$ cat src/rtl/fifo_burst_reader.sv
// Read-side FIFO master: drains a programmed burst into a valid/ready stream via a 2-entry skid buffer.
// Optional sticky underflow checker enabled by defining READER_UFLOW_CHK_EN.
module fifo_burst_reader #(
    parameter int FIFO_WIDTH = 16,
    parameter int LEN_W      = 8
) (
    input  logic                  clk,
    input  logic                  rst,
    input  logic                  start,
    input  logic [LEN_W-1:0]      burst_len,
    output logic                  busy,
    output logic                  done,
    output logic [LEN_W-1:0]      words_read,
    output logic                  fifo_rd_en,
    input  logic [FIFO_WIDTH-1:0] fifo_data_out,
    input  logic                  fifo_empty,
    input  logic                  fifo_underflow,
    output logic [FIFO_WIDTH-1:0] m_data,
    output logic                  m_valid,
    input  logic                  m_ready,
    output logic                  err_underflow
);

    typedef enum logic [1:0] {S_IDLE, S_RUN, S_FLUSH, S_DONE} state_t;

    state_t                r_state;
    state_t                w_state_nxt;
    logic [LEN_W-1:0]      r_remaining;
    logic [LEN_W-1:0]      r_words_read;
    logic                  r_pend;
    logic [1:0]            r_occ;
    logic                  r_wr_ptr;
    logic                  r_rd_ptr;
    logic [FIFO_WIDTH-1:0] r_buf [2];
    logic                  w_pop;
    logic                  w_rd_en;
    logic                  w_start_ok;
    logic                  w_busy;
    logic [2:0]            w_fill;

    assign w_start_ok = (r_state == S_IDLE) && start;
    assign w_pop      = (r_occ != 2'd0) && m_ready;
    assign w_busy     = (r_state == S_RUN) || (r_state == S_FLUSH);

    // Issue a read only if the word plus everything in flight still fits after this cycle's pop.
    assign w_fill  = {1'b0, r_occ} + {2'b00, r_pend};
    assign w_rd_en = (r_state == S_RUN) && !fifo_empty && (r_remaining != '0) &&
                     (w_fill < (3'd2 + {2'b00, w_pop}));

    assign fifo_rd_en = w_rd_en;
    assign busy       = w_busy;
    assign done       = (r_state == S_DONE);
    assign words_read = r_words_read;
    assign m_valid    = (r_occ != 2'd0);
    assign m_data     = r_buf[r_rd_ptr];

    always_ff @(posedge clk or posedge rst) begin
        if (rst) begin
            r_state <= S_IDLE;
        end else begin
            r_state <= w_state_nxt;
        end
    end

    always_comb begin
        w_state_nxt = r_state;
        case (r_state)
            S_IDLE:  if (start) w_state_nxt = (burst_len == '0) ? S_DONE : S_RUN;
            S_RUN:   if (r_remaining == '0) w_state_nxt = S_FLUSH;
            S_FLUSH: if ((r_occ == 2'd0) && !r_pend) w_state_nxt = S_DONE;
            S_DONE:  w_state_nxt = S_IDLE;
            default: w_state_nxt = S_IDLE;
        endcase
    end

    // Burst bookkeeping: remaining reads to issue and stream handshakes completed.
    always_ff @(posedge clk or posedge rst) begin
        if (rst) begin
            r_remaining  <= '0;
            r_words_read <= '0;
            r_pend       <= 1'b0;
        end else begin
            r_pend <= w_rd_en;
            if (w_start_ok) begin
                r_remaining  <= burst_len;
                r_words_read <= '0;
            end else begin
                if (w_rd_en) r_remaining <= r_remaining - LEN_W'(1);
                if (w_pop) r_words_read <= r_words_read + LEN_W'(1);
            end
        end
    end

    // Skid buffer: tail written the cycle after a read, head popped on handshake.
    always_ff @(posedge clk or posedge rst) begin
        if (rst) begin
            r_buf[0] <= '0;
            r_buf[1] <= '0;
            r_wr_ptr <= 1'b0;
            r_rd_ptr <= 1'b0;
            r_occ    <= 2'd0;
        end else begin
            if (r_pend) begin
                r_buf[r_wr_ptr] <= fifo_data_out;
                r_wr_ptr        <= ~r_wr_ptr;
            end
            if (w_pop) r_rd_ptr <= ~r_rd_ptr;
            case ({r_pend, w_pop})
                2'b10:   r_occ <= r_occ + 2'd1;
                2'b01:   r_occ <= r_occ - 2'd1;
                default: r_occ <= r_occ;
            endcase
        end
    end

`ifdef READER_UFLOW_CHK_EN
    logic r_err_underflow;

    always_ff @(posedge clk or posedge rst) begin
        if (rst) begin
            r_err_underflow <= 1'b0;
        end else if (fifo_underflow && w_busy) begin
            r_err_underflow <= 1'b1;
        end
    end

    assign err_underflow = r_err_underflow;

`ifdef SIM
    always_ff @(posedge clk) begin
        if (!rst) begin
            assert (!(w_rd_en && fifo_empty)) else $error("read issued while FIFO empty");
            assert (r_occ != 2'd3) else $error("skid buffer occupancy above 2");
        end
    end
`endif
`else
    logic w_unused_uflow;

    assign w_unused_uflow = fifo_underflow;
    assign err_underflow  = 1'b0;
`endif

endmodule

$ cat config.mk
export PLATFORM = sky130hd
export DESIGN_NAME = fifo_burst_reader
export DESIGN_NICKNAME = d
export VERILOG_FILES = /design/src/rtl/fifo_burst_reader.sv
export SDC_FILE = /design/constraint.sdc
export NUM_CORES = 1
export LEC_CHECK = 0
export ABC_AREA = 1
export BUFFER_PORTS_ARGS = -buffer_cell sky130_fd_sc_hd__buf_2
export CAP_MARGIN = 30
export CORE_MARGIN = 3
export CORE_UTILIZATION = 59
export DETAILED_ROUTE_END_ITERATION = 7
export GPL_ROUTABILITY_DRIVEN = 1
export GPL_TIMING_DRIVEN = 0
export PLACE_DENSITY_LB_ADDON = 0.05
export SYNTH_ARGS = -nofsm -noshare
export SYNTH_HDL_FRONTEND = slang
export SYNTH_SLANG_ARGS = --single-unit
$ cat constraint.sdc
create_clock -name clk -period 2.2 [get_ports clk]
set_input_delay 0.11 -clock clk [delete_from_list [all_inputs] [get_ports clk]]
set_output_delay 0.11 -clock clk [all_outputs]
set_load 0.05 [all_outputs]
==> impl_metrics.json, run 1 <==
{
  "synth_cells": 389,
  "area.growth.synth_to_final_pct": 16.2,
  "route.detailed.drc": 0,
  "crit_top_cell": "ha_1",
  "routed_wl_um": 6260,
  "yosysWarningCount": 0,
  "power_per_cell_area_nw_per_um2": 1660,
  "crit_slowest_cell": "dfrtp_1",
  "drive_gt1_share_pct": 19.1,
  "hold_ws_ns": 0.0475,
  "dieArea_um2": 5900,
  "crit_path_start_kind": "flip-flop",
  "power_mw": 5.72,
  "slew_viol_final": 0,
  "place_congestion": 0.827,
  "via_count": 2631,
  "cts_setup_buffers": 0,
  "cp_top_family": "adder cells",
  "final_common_cell": "nand2_1",
  "synth.avg_cell_area_um2": 7.61,
  "drt_pre_antenna_iters": 4,
  "critPathMaxStageDelay_ns": 0.45,
  "die_w_um": 76.8,
  "cts_resized": 0,
  "hpwl_um": 4610,
  "layout.nets": 495,
  "core_um2": 4790,
  "n_fill_cell": 440,
  "clk_pin_slew_ns": 0.10,
  "syn-cell-area_um2": 2960,
  "cp-end-kind": "output port",
  "h-tree-depth": 2,
  "rows": 25,
  "max-vdd-ir-drop_mv": 0.876,
  "ys_seq_area_share_pct": 46.5,
  "grt_pass1_vias": 2493,
  "crit_fanout": 10,
  "p_leak_nw": 1.93,
  "r2r_cells": 8,
  "finalWorstSetupSlack_ns": 0.134,
  "grt_util_all_layers_pct": 22.8,
  "post-place-ws_ns": 0.479,
  "drtAntennaViolNets": 0,
  "period_share_pct": 93.9,
  "synthDistinctLibCells": 30,
  "max_cap_viol_count": 0,
  "fp.dieH_um": 76.8,
  "drt_first_iter_violations": 127,
  "cts-hold-fix-buffers": 1,
  "hold_path_depth": 3,
  "tritoncts": "yes",
  "clock.fmax_mhz": 484,
  "multi_input_area_um2": 1320,
  "rsz0062_at_grt": "no",
  "clock_path_buffers": 2,
  "diodes": 0,
  "area.sequential_um2": 1380,
  "cts_made_buffers": 5,
  "worstPathArrival_ns": 1.96,
  "ys_seq_elements": 55,
  "boundaryPins": 59,
  "worstSkewPairLatency_ns": 0.31,
  "hold_viol": 0,
  "design_area_um2": 3440,
  "cts.sinks": 55,
  "hp-class": "in2reg",
  "status": "completed",
  "start_util_pct": 61.8,
  "crit_buf_inv": 2,
  "wl_per_cell_um": 12.0,
  "finalSetupViolations": 0,
  "clock_skew_ns": 0.00313,
  "path_cells": "ha_1 -> ha_1 -> a21oi_4 -> nand2_4 -> inv_1 -> buf_2",
  "grt_antenna_before_repair": 0,
  "placed_cell_area_um2": 3340,
  "ctsRootBufferMaster": "clkbuf_8",
  "worstPathRequired_ns": 2.09,
  "io_buffers": 56,
  "cp.depth": 6,
  "critPathKind": "reg2out",
  "fin_crit_ns": 2.07,
  "viasPerCell": 5.04,
  "synth_nets": 430,
  "grt_pass1_wl_um": 11000,
  "setup_tns_ns": 0,
  "grt_max_degree": 41,
  "grt_overflow": 0,
  "final_cell_mix": "nand2_1 (140), buf_2 (63), dfrtp_1 (55)"
}
## metal layers
metal,GRT usage [%],up-vias,part of all wire (%)
met2,41.4,66,51
met1,28.3,1222,43
li1,-,1337,-
met5,0,-,0
met4,4.53,0,0.75
met3,4.23,6,4.7
## worst paths after layout
kind / from / endpoint / slack [ns]
setup reg to reg: r_occ[0] / r_occ[1] / 0.57
setup / recovery: r_occ[0] / fifo_rd_en / 0.13
hold / removal: fifo_data_out[5] / r_buf[21] / 0.05
max in group asynchronous: rst / r_buf[25] / 1.36
min in group asynchronous: rst / r_buf[20] / 0.31
hold reg to reg: r_buf[6] / r_buf[6] / 0.50
## final cells by class
type / instances / share of cell area [%]
sequential: 55 / 40.0
clock inverter: 2 / 0.364
multi-input combinational: 268 / 38.5
inverter: 53 / 5.79
tap: 67 / 2.44
buffer: 13 / 1.78
clock buffer: 6 / 2.11
timing repair buffer: 58 / 9.02
## kinds of logic (layout without fill, tap and decap cells)
family	count (synthesis)	in the layout	synth area share, %
simple gates	198	198	29.2
other cells	1	1	0.127
compound gates	55	55	9.85
xor+xnor	3	3	0.888
buf+inv	66	132	8.79
fa+ha+maj	11	11	4.65
flops	55	55	46.5
## worst register-to-register path, cell delays in order, from the launching register on
cell     delay (ns)
dfrtp_1        0.45
inv_2          0.10
nand2_4        0.08
nand2_4        0.13
inv_2          0.09
ha_1           0.30
a21oi_1        0.11
o21ai_0        0.11
xor2_1         0.15
## registers in the layout, summed over array words and instances (netlist names)
register and cells:
r_buf 32, r_occ 2, r_pend 1, r_rd_ptr 1, r_remaining 8, r_state 2
r_wr_ptr 1, words_read 8
## power breakdown
part           internal, mW  switching, mW
clock network         0.224          0.335
logic                 0.943           2.40
registers              1.49          0.335
total                  2.65           3.07
## per-stage QoR
| step | cells | util [%] |
|---|---|---|
| 6_report | 522 | 71.8 |
| 5_1_grt | 522 | 71.8 |
| 4_1_cts | 522 | 71.8 |
| 3_5_place_dp | 513 | 69.9 |
| 3_3_place_gp | 512 | 69.4 |
| 2_1_floorplan | 389 | - |
## cells in the mapped netlist, drive strengths merged
library cell  count  area (µm²)
o21bai            1        7.51
xor2              2        17.5
o22ai             2        12.5
dfrtp            55        1380
conb              1        3.75
nor3              4        31.3
o21ai            46         230
clkbuf            5        18.8
nand3            18         103
or2               1        6.26
ha               11         138
nand3b            1        7.51
clkinv            3        11.3
nand4             6        37.5
inv              50         188
nor2             22        95.1
nand2           146         583
a21oi             6        41.3
xnor2             1        8.76
buf               8        42.5
(Power assumes the default switching activity.)
==> run 2, diff against run 1 <==
--- a/config.mk
+++ b/config.mk
@@ -14,6 +14,7 @@
 export GPL_ROUTABILITY_DRIVEN = 1
 export GPL_TIMING_DRIVEN = 0
 export PLACE_DENSITY_LB_ADDON = 0.05
+export RECOVER_POWER = 100
 export SYNTH_ARGS = -nofsm -noshare
 export SYNTH_HDL_FRONTEND = slang
 export SYNTH_SLANG_ARGS = --single-unit
==> run 2 against run 1 <==
- critical endpoint unchanged
- largest cell class unchanged
- hold slack better by 0.0059 ns
- design area down 1.3%
- sequential cell count unchanged
- worst setup slack worse by 0.0051 ns
- global-route usage unchanged
- clock power about the same
- critical path depth unchanged
- die area unchanged
- sequential power about the same
- total power down 1.2%
- highest routed layer unchanged
==> impl_metrics.json, run 2 (same netlist as run 1, synthesis figures left out) <==
{
  "dieArea_um2": 5900,
  "viasPerCell": 5.01,
  "tritoncts": "yes",
  "period_share_pct": 94.2,
  "max_cap_viol_count": 0,
  "finalWorstSetupSlack_ns": 0.129,
  "p_sw_share_pct": 54.1,
  "cp-end-kind": "output port",
  "hold_ws_ns": 0.0534,
  "drive_gt1_share_pct": 14.3,
  "post-place-ws_ns": 0.479,
  "design_area_um2": 3390,
  "rsz0062_at_grt": "no",
  "h-tree-depth": 2,
  "worstReg2RegEnd": "r_occ[1]",
  "place_congestion": 0.827,
  "combPwrFrac_pct": 57.9,
  "tightest_slew_ns": 1.00,
  "drt_pre_antenna_iters": 4,
  "power_frac_clock_pct": 9.9,
  "r2r-start": "r_occ[0]",
  "clock_skew_ns": 0.00525,
  "hold_viol": 0,
  "finalSetupViolations": 0,
  "crit_top_cell": "ha_1",
  "setup_tns_ns": 0,
  "placed_cell_area_um2": 3340,
  "r2r_cells": 8,
  "max-vdd-ir-drop_mv": 0.836,
  "fin_crit_ns": 2.07,
  "critPathMaxStageDelay_ns": 0.45,
  "diodes": 0,
  "slew_headroom_pct": 33.3,
  "hpwl_um": 4610,
  "clk_pin_slew_ns": 0.10,
  "via_count": 2613,
  "pwr-share-seq_pct": 32.2,
  "rows": 25,
  "boundaryPins": 59,
  "ctsRootBufferMaster": "clkbuf_8",
  "clock.fmax_mhz": 483,
  "p_leak_nw": 1.88,
  "cts.sinks": 55,
  "cp-endpoint": "fifo_rd_en",
  "grt_util_all_layers_pct": 22.8,
  "grt_max_degree": 41,
  "layout.nets": 495,
  "crit_path_start_kind": "flip-flop",
  "grt_overflow": 0,
  "slew_viol_final": 0,
  "routed_wl_um": 6240,
  "top_register": "r_buf",
  "worstPathArrival_ns": 1.96,
  "power_per_cell_area_nw_per_um2": 1670,
  "power_switching_mw": 3.06,
  "worstPathRequired_ns": 2.09,
  "io_buffers": 56,
  "die_w_um": 76.8,
  "drtAntennaViolNets": 0,
  "grt_pass1_vias": 2493,
  "worstHoldStart": "fifo_data_out[13]",
  "fp.dieH_um": 76.8,
  "critPathKind": "reg2out",
  "hp-class": "in2reg",
  "fin_util_pct": 70.9,
  "cp-startpoint": "r_occ[0]",
  "wl_per_cell_um": 12.0,
  "rrSetupSlack_ns": 0.26,
  "status": "completed",
  "path_cells": "ha_1 -> ha_1 -> a21oi_4 -> nand2_4 -> inv_1 -> clkbuf_2",
  "grt_pass1_wl_um": 11000,
  "route.detailed.drc": 0,
  "core_um2": 4790,
  "grt_antenna_before_repair": 0,
  "cp.depth": 6,
  "cp_top_family": "adder cells",
  "area.growth.synth_to_final_pct": 14.6,
  "clock_path_buffers": 2,
  "start_util_pct": 61.8,
  "power.internal_mw": 2.59,
  "final_cell_mix": "nand2_1 (142), dfrtp_1 (55), inv_1 (50)",
  "largest_reg_flops": 32,
  "crit_fanout": 10,
  "worstSkewPairLatency_ns": 0.31,
  "drt_first_iter_violations": 125,
  "crit_buf_inv": 2,
  "cts_made_buffers": 5,
  "crit_slowest_cell": "dfrtp_1",
  "final_common_cell": "nand2_1"
}
[run 2: routing by layer]
metal	GRT usage, %	vias up	routed length [µm]
met4	4.53	0	41
met5	0	-	0
li1	-	1336	-
met3	4.23	4	272
met2	41.4	57	3210
met1	28.3	1216	2720
[run 2: final cells by class]
type	count	area (µm²)
Timing Repair Buffer	58	280
Clock inverter	2	12.5
Inverter	53	199
Clock buffer	6	72.6
Multi-Input combinational cell	268	1310
Sequential cell	55	1380
Fill cell	454	1390
Tap cell	67	83.8
Buffer	13	55.1
[run 2: worst register-to-register path: stages, from the launching register on]
cell and delay [ns]:
dfrtp_1 0.45, inv_1 0.12, nand2_4 0.08, nand2_1 0.29, inv_1 0.19, ha_1 0.34
a21oi_1 0.11, o21ai_0 0.11, xor2_1 0.15
[run 2: worst min path at each step]
| stage | slack (ns) | cells after the start | endpoint |
|---|---|---|---|
| finish | 0.05 | 3 | r_buf[29] |
| CTS | 0.04 | 3 | r_buf[23] |
| global placement | 0.37 | 3 | r_buf[20] |
| detailed placement | 0.10 | 2 | r_buf[20] |
| global route | 0.05 | 3 | r_buf[29] |
| floorplan | 0.26 | 2 | r_buf[25] |
[run 2: what timing repair did]
action                                 4_1_cts  5_1_grt
gates resized for setup                      0        0
setup buffers                                0        0
endpoints found under the hold margin       15        0
hold buffers                                 1        0
[run 2: power by group through the flow]
stage                     Combinational, mW  Sequential [mW]  Clock, mW
final                                  3.27             1.82      0.560
after global placement                 3.28             1.82          0
after CTS                              3.37             1.82      0.567
after global routing                   3.62             1.88      0.619
after detailed placement               3.37             1.83          0
after floorplan                        2.55             1.91          0
[run 2: metrics by stage]
| stage | cells | total power, mW |
|---|---|---|
| final | 522 | 5.65 |
| after global routing | 522 | 6.12 |
| after CTS | 522 | 5.75 |
| after detailed placement | 513 | 5.20 |
| after global placement | 512 | 5.10 |
| after floorplan | 389 | 4.46 |
